===== src/rtl/btb_set_assoc.sv =====
// Set-associative branch target buffer with registered lookup and flash-clear FSM.
// Optional macro BTB_PLRU_EN: per-set tree pseudo-LRU replacement; otherwise a global
// round-robin victim counter is used.
module btb_set_assoc #(
  parameter int unsigned ENTRIES  = 64,
  parameter int unsigned WAYS     = 2,
  parameter int unsigned TAG_BITS = 12
) (
  input  logic        clk,
  input  logic        rst,
  input  logic        clkEn,
  input  logic [31:0] pc,
  input  logic        update,
  input  logic [31:0] updatePc,
  input  logic [31:0] destIn,
  input  logic        unconditionalIn,
  output logic [31:0] destOut,
  output logic        validOut,
  output logic        unconditionalOut,
  output logic        busyOut
);

  localparam int unsigned SETS     = ENTRIES / WAYS;
  localparam int unsigned IDX_BITS = $clog2(SETS);
  localparam int unsigned WAY_BITS = (WAYS > 1) ? $clog2(WAYS) : 1;
  localparam int unsigned TAG_LSB  = IDX_BITS + 2;
  localparam bit          HAS_REPL = (WAYS > 1);

  typedef enum logic {StClear, StRun} state_e;

  state_e               r_state, w_state_d;
  logic [IDX_BITS-1:0]  r_clr_cnt, w_clr_cnt_d;

  logic [WAYS-1:0]      r_valid  [SETS];
  logic [WAYS-1:0]      r_uncond [SETS];
  logic [TAG_BITS-1:0]  r_tag    [SETS][WAYS];
  logic [31:0]          r_dest   [SETS][WAYS];

  logic [31:0]          r_dest_out;
  logic                 r_valid_out, r_uncond_out;

  logic [IDX_BITS-1:0]  w_lk_idx, w_up_idx;
  logic [TAG_BITS-1:0]  w_lk_tag, w_up_tag;
  logic                 w_lk_hit, w_up_hit, w_up_free, w_wr_en, w_wr_evict;
  logic [WAY_BITS-1:0]  w_lk_way, w_up_hit_way, w_up_free_way, w_victim, w_wr_way;
  logic                 w_unused;

  assign w_lk_idx = pc[IDX_BITS+1:2];
  assign w_lk_tag = pc[TAG_LSB+TAG_BITS-1:TAG_LSB];
  assign w_up_idx = updatePc[IDX_BITS+1:2];
  assign w_up_tag = updatePc[TAG_LSB+TAG_BITS-1:TAG_LSB];
  assign w_unused = ^{pc, updatePc};

`ifdef BTB_PLRU_EN
  localparam int unsigned PLRU_W = (WAYS > 1) ? WAYS - 1 : 1;
  localparam int unsigned PIDX_W = (PLRU_W > 1) ? $clog2(PLRU_W) : 1;

  logic [PLRU_W-1:0] r_plru [SETS];
  logic [PLRU_W-1:0] w_plru_lk, w_plru_up_base, w_plru_up;

  // Walk the tree from the root; each node bit selects the subtree holding the victim.
  function automatic logic [WAY_BITS-1:0] plru_victim(input logic [PLRU_W-1:0] t);
    int unsigned node;
    node = 1;
    for (int l = 0; l < int'(WAY_BITS); l++) begin
      node = 2 * node + {31'b0, t[PIDX_W'(node - 1)]};
    end
    return WAY_BITS'(node - WAYS);
  endfunction

  // Point every node on the path to way w at the other subtree.
  function automatic logic [PLRU_W-1:0] plru_touch(input logic [PLRU_W-1:0] t,
                                                   input logic [WAY_BITS-1:0] w);
    logic [PLRU_W-1:0] r;
    int unsigned       node;
    r    = t;
    node = 1;
    for (int l = int'(WAY_BITS) - 1; l >= 0; l--) begin
      r[PIDX_W'(node - 1)] = ~w[l];
      node = 2 * node + {31'b0, w[l]};
    end
    return r;
  endfunction

  // Lookup touch first, then the write touch chained on top when both hit the same set.
  always_comb begin
    w_plru_lk      = plru_touch(r_plru[w_lk_idx], w_lk_way);
    w_plru_up_base = (w_lk_hit && (w_lk_idx == w_up_idx)) ? w_plru_lk : r_plru[w_up_idx];
    w_plru_up      = plru_touch(w_plru_up_base, w_wr_way);
    w_victim       = HAS_REPL ? plru_victim(r_plru[w_up_idx]) : '0;
  end
`else
  logic [WAY_BITS-1:0] r_rr;

  // Global round-robin pointer selects the victim.
  always_comb begin
    w_victim = HAS_REPL ? r_rr : '0;
  end
`endif

  // Lookup hit detection against the current array contents (read-before-write).
  always_comb begin
    w_lk_hit = 1'b0;
    w_lk_way = '0;
    for (int i = 0; i < int'(WAYS); i++) begin
      if (r_valid[w_lk_idx][i] && (r_tag[w_lk_idx][i] == w_lk_tag)) begin
        w_lk_hit = 1'b1;
        w_lk_way = WAY_BITS'(i);
      end
    end
  end

  // Update way selection: in-place hit, else lowest invalid way, else victim.
  always_comb begin
    w_up_hit      = 1'b0;
    w_up_hit_way  = '0;
    w_up_free     = 1'b0;
    w_up_free_way = '0;
    for (int i = int'(WAYS) - 1; i >= 0; i--) begin
      if (r_valid[w_up_idx][i] && (r_tag[w_up_idx][i] == w_up_tag)) begin
        w_up_hit     = 1'b1;
        w_up_hit_way = WAY_BITS'(i);
      end
      if (!r_valid[w_up_idx][i]) begin
        w_up_free     = 1'b1;
        w_up_free_way = WAY_BITS'(i);
      end
    end
    w_wr_en    = update && (r_state == StRun);
    w_wr_evict = w_wr_en && !w_up_hit && !w_up_free;
    w_wr_way   = w_up_hit ? w_up_hit_way : (w_up_free ? w_up_free_way : w_victim);
  end

  // Flash-clear FSM next state: one set per enabled cycle, then run.
  always_comb begin
    w_state_d   = r_state;
    w_clr_cnt_d = r_clr_cnt;
    unique case (r_state)
      StClear: begin
        w_clr_cnt_d = r_clr_cnt + 1'b1;
        if (r_clr_cnt == IDX_BITS'(SETS - 1)) begin
          w_state_d   = StRun;
          w_clr_cnt_d = '0;
        end
      end
      StRun:   w_state_d = StRun;
      default: w_state_d = StClear;
    endcase
  end

  // State, arrays and output registers; everything holds when clkEn is low.
  always_ff @(posedge clk) begin
    if (rst) begin
      r_state      <= StClear;
      r_clr_cnt    <= '0;
      r_dest_out   <= '0;
      r_valid_out  <= 1'b0;
      r_uncond_out <= 1'b0;
`ifndef BTB_PLRU_EN
      r_rr         <= '0;
`endif
    end else if (clkEn) begin
      r_state   <= w_state_d;
      r_clr_cnt <= w_clr_cnt_d;
      if (r_state == StClear) begin
        r_valid[r_clr_cnt] <= '0;
`ifdef BTB_PLRU_EN
        r_plru[r_clr_cnt]  <= '0;
`endif
        r_dest_out   <= '0;
        r_valid_out  <= 1'b0;
        r_uncond_out <= 1'b0;
      end else begin
        r_valid_out  <= w_lk_hit;
        r_dest_out   <= w_lk_hit ? r_dest[w_lk_idx][w_lk_way] : '0;
        r_uncond_out <= w_lk_hit & r_uncond[w_lk_idx][w_lk_way];
        if (w_wr_en) begin
          r_valid[w_up_idx][w_wr_way]  <= 1'b1;
          r_uncond[w_up_idx][w_wr_way] <= unconditionalIn;
          r_tag[w_up_idx][w_wr_way]    <= w_up_tag;
          r_dest[w_up_idx][w_wr_way]   <= destIn;
        end
`ifdef BTB_PLRU_EN
        if (HAS_REPL && w_lk_hit) r_plru[w_lk_idx] <= w_plru_lk;
        if (HAS_REPL && w_wr_en)  r_plru[w_up_idx] <= w_plru_up;
`else
        if (HAS_REPL && w_wr_evict) r_rr <= r_rr + 1'b1;
`endif
      end
    end
  end

  assign destOut          = r_dest_out;
  assign validOut         = r_valid_out;
  assign unconditionalOut = r_uncond_out;
  assign busyOut          = (r_state == StClear);

endmodule


===== config.mk =====
export PLATFORM = sky130hd
export DESIGN_NAME = btb_set_assoc
export DESIGN_NICKNAME = d
export VERILOG_FILES = /design/src/rtl/btb_set_assoc.sv
export SDC_FILE = /design/constraint.sdc
export NUM_CORES = 2
export LEC_CHECK = 0
export CORE_UTILIZATION = 45
export DETAILED_ROUTE_END_ITERATION = 10
export PLACE_DENSITY_LB_ADDON = 0.25
export SLEW_MARGIN = 20
export SYNTH_ARGS = -nofsm -noshare
export SYNTH_HDL_FRONTEND = slang
export SYNTH_SLANG_ARGS = --single-unit

===== constraint.sdc =====
create_clock -name clk -period 7.3 [get_ports clk]
set_input_delay 0.73 -clock clk [delete_from_list [all_inputs] [get_ports clk]]
set_output_delay 0.73 -clock clk [all_outputs]
set_load 0.01 [all_outputs]

==> flow_summary.html <==
<table>
<tr><th>Metric</th><th>Value</th></tr>
<tr><th colspan="2">Status</th></tr>
<tr><td>Result of the run</td><td>finished, final reports clean</td></tr>
<tr><th colspan="2">Setup path</th></tr>
<tr><td>Arr. time, crit path</td><td>6.17 ns</td></tr>
<tr><td>Endpoint type of the worst setup path</td><td>flop</td></tr>
<tr><td>Kind of start point of the critical path</td><td>primary input</td></tr>
<tr><td>Critical Setup Path Class</td><td>in -&gt; reg</td></tr>
<tr><td>Worst Path Max Fanout</td><td>21</td></tr>
<tr><td>Data required, critical path</td><td>7.91 ns</td></tr>
<tr><td>Register-to-register setup slack</td><td>2.61 ns</td></tr>
<tr><th colspan="2">Power and ir drop</th></tr>
<tr><td>Leakage power of the design</td><td>43.27 nW</td></tr>
<tr><td>Fraction of power consumed by combinational cells</td><td>0.053</td></tr>
<tr><td>Power Internal</td><td>28.13 mW</td></tr>
<tr><td>Switching power</td><td>7.546 mW</td></tr>
<tr><td>Power density of the placed cells</td><td>258.2 nW/um2</td></tr>
<tr><td>Reg power frac</td><td>0.527</td></tr>
<tr><td>Peak supply drop</td><td>0.2636 mV</td></tr>
<tr><td>Proportion of total power due to net switching</td><td>0.2115</td></tr>
<tr><td>Total power of the final layout</td><td>35.68 mW</td></tr>
<tr><td>Share of power burned in the clock network</td><td>0.420</td></tr>
<tr><th colspan="2">Global routing</th></tr>
<tr><td>Global-route wire length before repair</td><td>494.8 mm</td></tr>
<tr><td>Number of antenna violations at the first check in global routing</td><td>27</td></tr>
<tr><td>Largest net degree at the start of global routing</td><td>136</td></tr>
<tr><td>Via count of the first global-routing pass</td><td>63,379</td></tr>
<tr><td>Sum of overflow across all layers after global routing</td><td>0</td></tr>
<tr><td>Aggregate global-route resource usage</td><td>0.2613</td></tr>
<tr><th colspan="2">Timing</th></tr>
<tr><td>Worst slew pin tran</td><td>1.294 ns</td></tr>
<tr><td>Final worst-path setup slack</td><td>1.746 ns</td></tr>
<tr><td>Final total negative setup slack</td><td>0 ns</td></tr>
<tr><td>Max Transition Viols Final</td><td>0</td></tr>
<tr><td>Max Fclk</td><td>180.1 MHz</td></tr>
<tr><td>Final worst-path cycle share</td><td>0.7608</td></tr>
<tr><td>Slew headroom</td><td>0.1294</td></tr>
<tr><td>Hold violation total from the final report</td><td>0</td></tr>
<tr><td>Unrepaired setup endpoints after global routing</td><td>no</td></tr>
<tr><td>Shortest period the worst path allows</td><td>5.554 ns</td></tr>
<tr><td>Setup clock skew after layout</td><td>0.08077 ns</td></tr>
<tr><td>Worst slack on hold paths</td><td>0.1965 ns</td></tr>
<tr><td>Final setup fails</td><td>0</td></tr>
<tr><th colspan="2">Synth</th></tr>
<tr><td>Mapped Cells</td><td>5,588</td></tr>
<tr><td>Nets in the synthesized netlist</td><td>5,691</td></tr>
<tr><td>Unique masters post-synth</td><td>77</td></tr>
<tr><td>Cell area after technology mapping</td><td>121,600 um2</td></tr>
<tr><td>Number of enable flip-flop cells after synthesis</td><td>2,944</td></tr>
<tr><td>Ys async rst share</td><td>0</td></tr>
<tr><td>Flip-flop and latch count after synthesis</td><td>2,985</td></tr>
<tr><td>Sequential area share after synthesis</td><td>0.7339</td></tr>
<tr><td>Synthesized area per cell</td><td>21.76 um2</td></tr>
<tr><td>Flip-flop cell with the highest count after synthesis</td><td>edfxtp_1</td></tr>
<tr><td>YS warnings</td><td>0</td></tr>
<tr><th colspan="2">Clock network</th></tr>
<tr><td>Quantity of hold-fixing buffers added after cts</td><td>0</td></tr>
<tr><td>TritonCTS sink count</td><td>2,985</td></tr>
<tr><td>Total CTS buffers</td><td>316</td></tr>
<tr><td>Htree depth</td><td>5</td></tr>
<tr><td>Clock insertion delay at the later pin of the skew report</td><td>0.95 ns</td></tr>
<tr><td>Root cell of the clock tree</td><td>clkbuf_16</td></tr>
<tr><td>CTS clock-pin slew for the worst setup and hold paths</td><td>0.06 ns</td></tr>
<tr><td>Number of gates resized after cts</td><td>0</td></tr>
<tr><td>Maximum number of buffers from clock root to sink</td><td>4</td></tr>
<tr><td>CTS tree</td><td>done</td></tr>
<tr><td>Post-CTS setup buffer count</td><td>0</td></tr>
<tr><th colspan="2">Finish</th></tr>
<tr><td>Share of cells above drive strength 1</td><td>0.2894</td></tr>
<tr><td>Area overhead of the layout relative to synthesis</td><td>13.67%</td></tr>
<tr><td>Final instance area</td><td>138,200 um2</td></tr>
<tr><td>Finished Layout Cells</td><td>9,722</td></tr>
<tr><td>Net count of the finished layout</td><td>6,035</td></tr>
<tr><td>Post-layout utilization of the core</td><td>0.5149</td></tr>
<tr><th colspan="2">Die</th></tr>
<tr><td>Die height</td><td>521.8 um</td></tr>
<tr><td>Total I/O pin count</td><td>136</td></tr>
<tr><td>Die Area</td><td>272,300 um2</td></tr>
<tr><td>Width of the chip</td><td>521.8 um</td></tr>
<tr><td>Starting density of the core</td><td>0.4530</td></tr>
<tr><td>Core area</td><td>268,400 um2</td></tr>
<tr><td>Site row count</td><td>190</td></tr>
<tr><th colspan="2">Placement</th></tr>
<tr><td>Standard cell area after detailed placement</td><td>128,600 um2</td></tr>
<tr><td>Final estimated routing congestion in global placement</td><td>0.8884</td></tr>
<tr><td>Number of instances in the placed design</td><td>9,162</td></tr>
<tr><td>Placed wire-length estimate</td><td>199.0 mm</td></tr>
<tr><td>Worst-case setup slack after placement</td><td>1.002 ns</td></tr>
<tr><td>Total of buffers placed on input and output ports</td><td>105</td></tr>
<tr><th colspan="2">Routing</th></tr>
<tr><td>Routed via count</td><td>63,496</td></tr>
<tr><td>Residual DRC</td><td>0</td></tr>
<tr><td>Routed length per placed instance</td><td>36.64 um</td></tr>
<tr><td>Total wire length</td><td>356.2 mm</td></tr>
<tr><td>Drt pass-1 iters</td><td>6</td></tr>
<tr><td>DRC violation total after the first TritonRoute iteration</td><td>8,451</td></tr>
<tr><td>ANT nets after route</td><td>0</td></tr>
<tr><td>Via density per instance</td><td>6.531</td></tr>
<tr><th colspan="2">Run</th></tr>
<tr><td>Maximum Capacitance Violations</td><td>0</td></tr>
<tr><th colspan="2">Hold path</th></tr>
<tr><td>Min-Delay Path Class</td><td>in -&gt; reg</td></tr>
</table>
## cells by family (layout without fill, tap and decap cells)
family,count (synthesis),after routing,synth area share
DFF,2985,2985,0.7339
muxes,1319,1319,0.2024
AOI/OAI and AO/OA,520,520,0.02930
and+or+nand+nor,368,368,0.01647
buffers and inverters,357,924,0.01513
xor gates and xnor gates,37,37,0.002665
adders and majority gates,2,2,0.0002058
other,0,15,0
## area by class of cell
type | count | area [um2]
antenna | 15 | 37.54
clock buffer | 417 | 8514
clock inverter | 124 | 895.9
fill | 20840 | 130200
inverter | 11 | 51.30
multi-input combinational | 2246 | 31060
sequential | 2985 | 89230
tap | 3552 | 4444
timing repair buffer | 372 | 3979
## synth_stat cells (all sizes together) (5+ instances only)
library cell	number	area (um2)
xor2	11	96.34
a31oi	8	50.05
or3	6	37.54
clkbuf	149	559.3
and3	11	68.82
nand4	25	156.4
and3b	5	43.79
mux2	42	473.0
mux2i	370	3704
nand2b	11	68.82
nand3b	11	82.58
a32oi	5	43.79
a31o	5	43.80
o211ai	5	37.54
dfxtp	41	820.8
or3b	7	61.31
a21oi	97	493.0
o221ai	5	43.79
nand3	54	290.3
o21ai	81	450.4
buf	197	1239
a211oi	6	45.04
a221oi	11	127.6
nand2	58	217.7
edfxtp	2944	88400
mux4	907	20430
o22ai	65	406.6
nor2b	18	112.6
xnor2	26	227.7
nor3	8	40.04
and4b	5	50.05
a22o	12	105.1
nor3b	6	45.04
nor4	14	102.6
or4	5	41.29
inv	10	37.54
nor2	101	379.1
a22oi	190	1426
a41oi	5	43.79
## placed cells by master (no fill, tap or decap), types with 35 or more instances in the layout
cell type and n:
nand3_1 50, nand2_1 58, clkinv_1 58, buf_2 35, edfxtp_1 2944, dfxtp_1 41, mux2_2 42, a22oi_1 190
clkdlybuf4s50_1 52, buf_12 89, mux2i_1 370, o21ai_0 77, clkinv_2 44, o22ai_1 65, clkbuf_16 322, clkbuf_1 85
nor2_4 67, buf_4 192, a21oi_1 95, mux4_2 907
## worst paths after layout
check	startpoint	to	cells past startpoint
worst max-delay path	updatePc[6]	r_dest[25][34]$_DFFE_PP_	11
worst min-delay path	destIn[16]	r_dest[31][16]$_DFFE_PP_	1
worst max register to register	r_tag[27][9]$_DFFE_PP_	r_dest[25][34]$_DFFE_PP_	9
worst min register to register	validOut$_SDFFE_PP0P_	validOut$_SDFFE_PP0P_	2
## power groups by stage
stage | clock, mW | combinational (mW) | sequential, mW
after floorplan | 0 | 1.13 | 19.2
after global placement | 0 | 1.86 | 19.2
after detailed placement | 0 | 1.88 | 19.2
after CTS | 15.2 | 1.89 | 18.8
after global routing | 15.8 | 1.99 | 18.8
final | 15.0 | 1.89 | 18.8
## metal layers
| layer | wire length (um) | track usage | vias to the layer above |
|---|---|---|---|
| li1 | - | - | 24816 |
| met3 | 34840 | 0.05481 | 681 |
| met5 | 40 | 0 | - |
| met1 | 139100 | 0.3629 | 34388 |
| met4 | 13500 | 0.09315 | 4 |
| met2 | 168700 | 0.4107 | 3607 |
## worst max-delay path: stages
cell and delay (ns):
clkdlybuf4s50_1 0.69, buf_4 0.39, and3b_1 0.94, a22oi_1 0.33
a41oi_1 0.39, o22ai_1 0.17, or4_4 0.57, o31a_4 0.44
o21ai_4 0.79, nor2_4 0.33, buf_4 0.34
## flip-flops by register name (all words and copies together), names as in the netlist, 5 cells and up
register,cells
r_valid,64
destOut,32
r_uncond,64
r_clr_cnt,5
r_tag,768
r_dest,2048
Note: power is estimated with default switching activity, not from simulation.
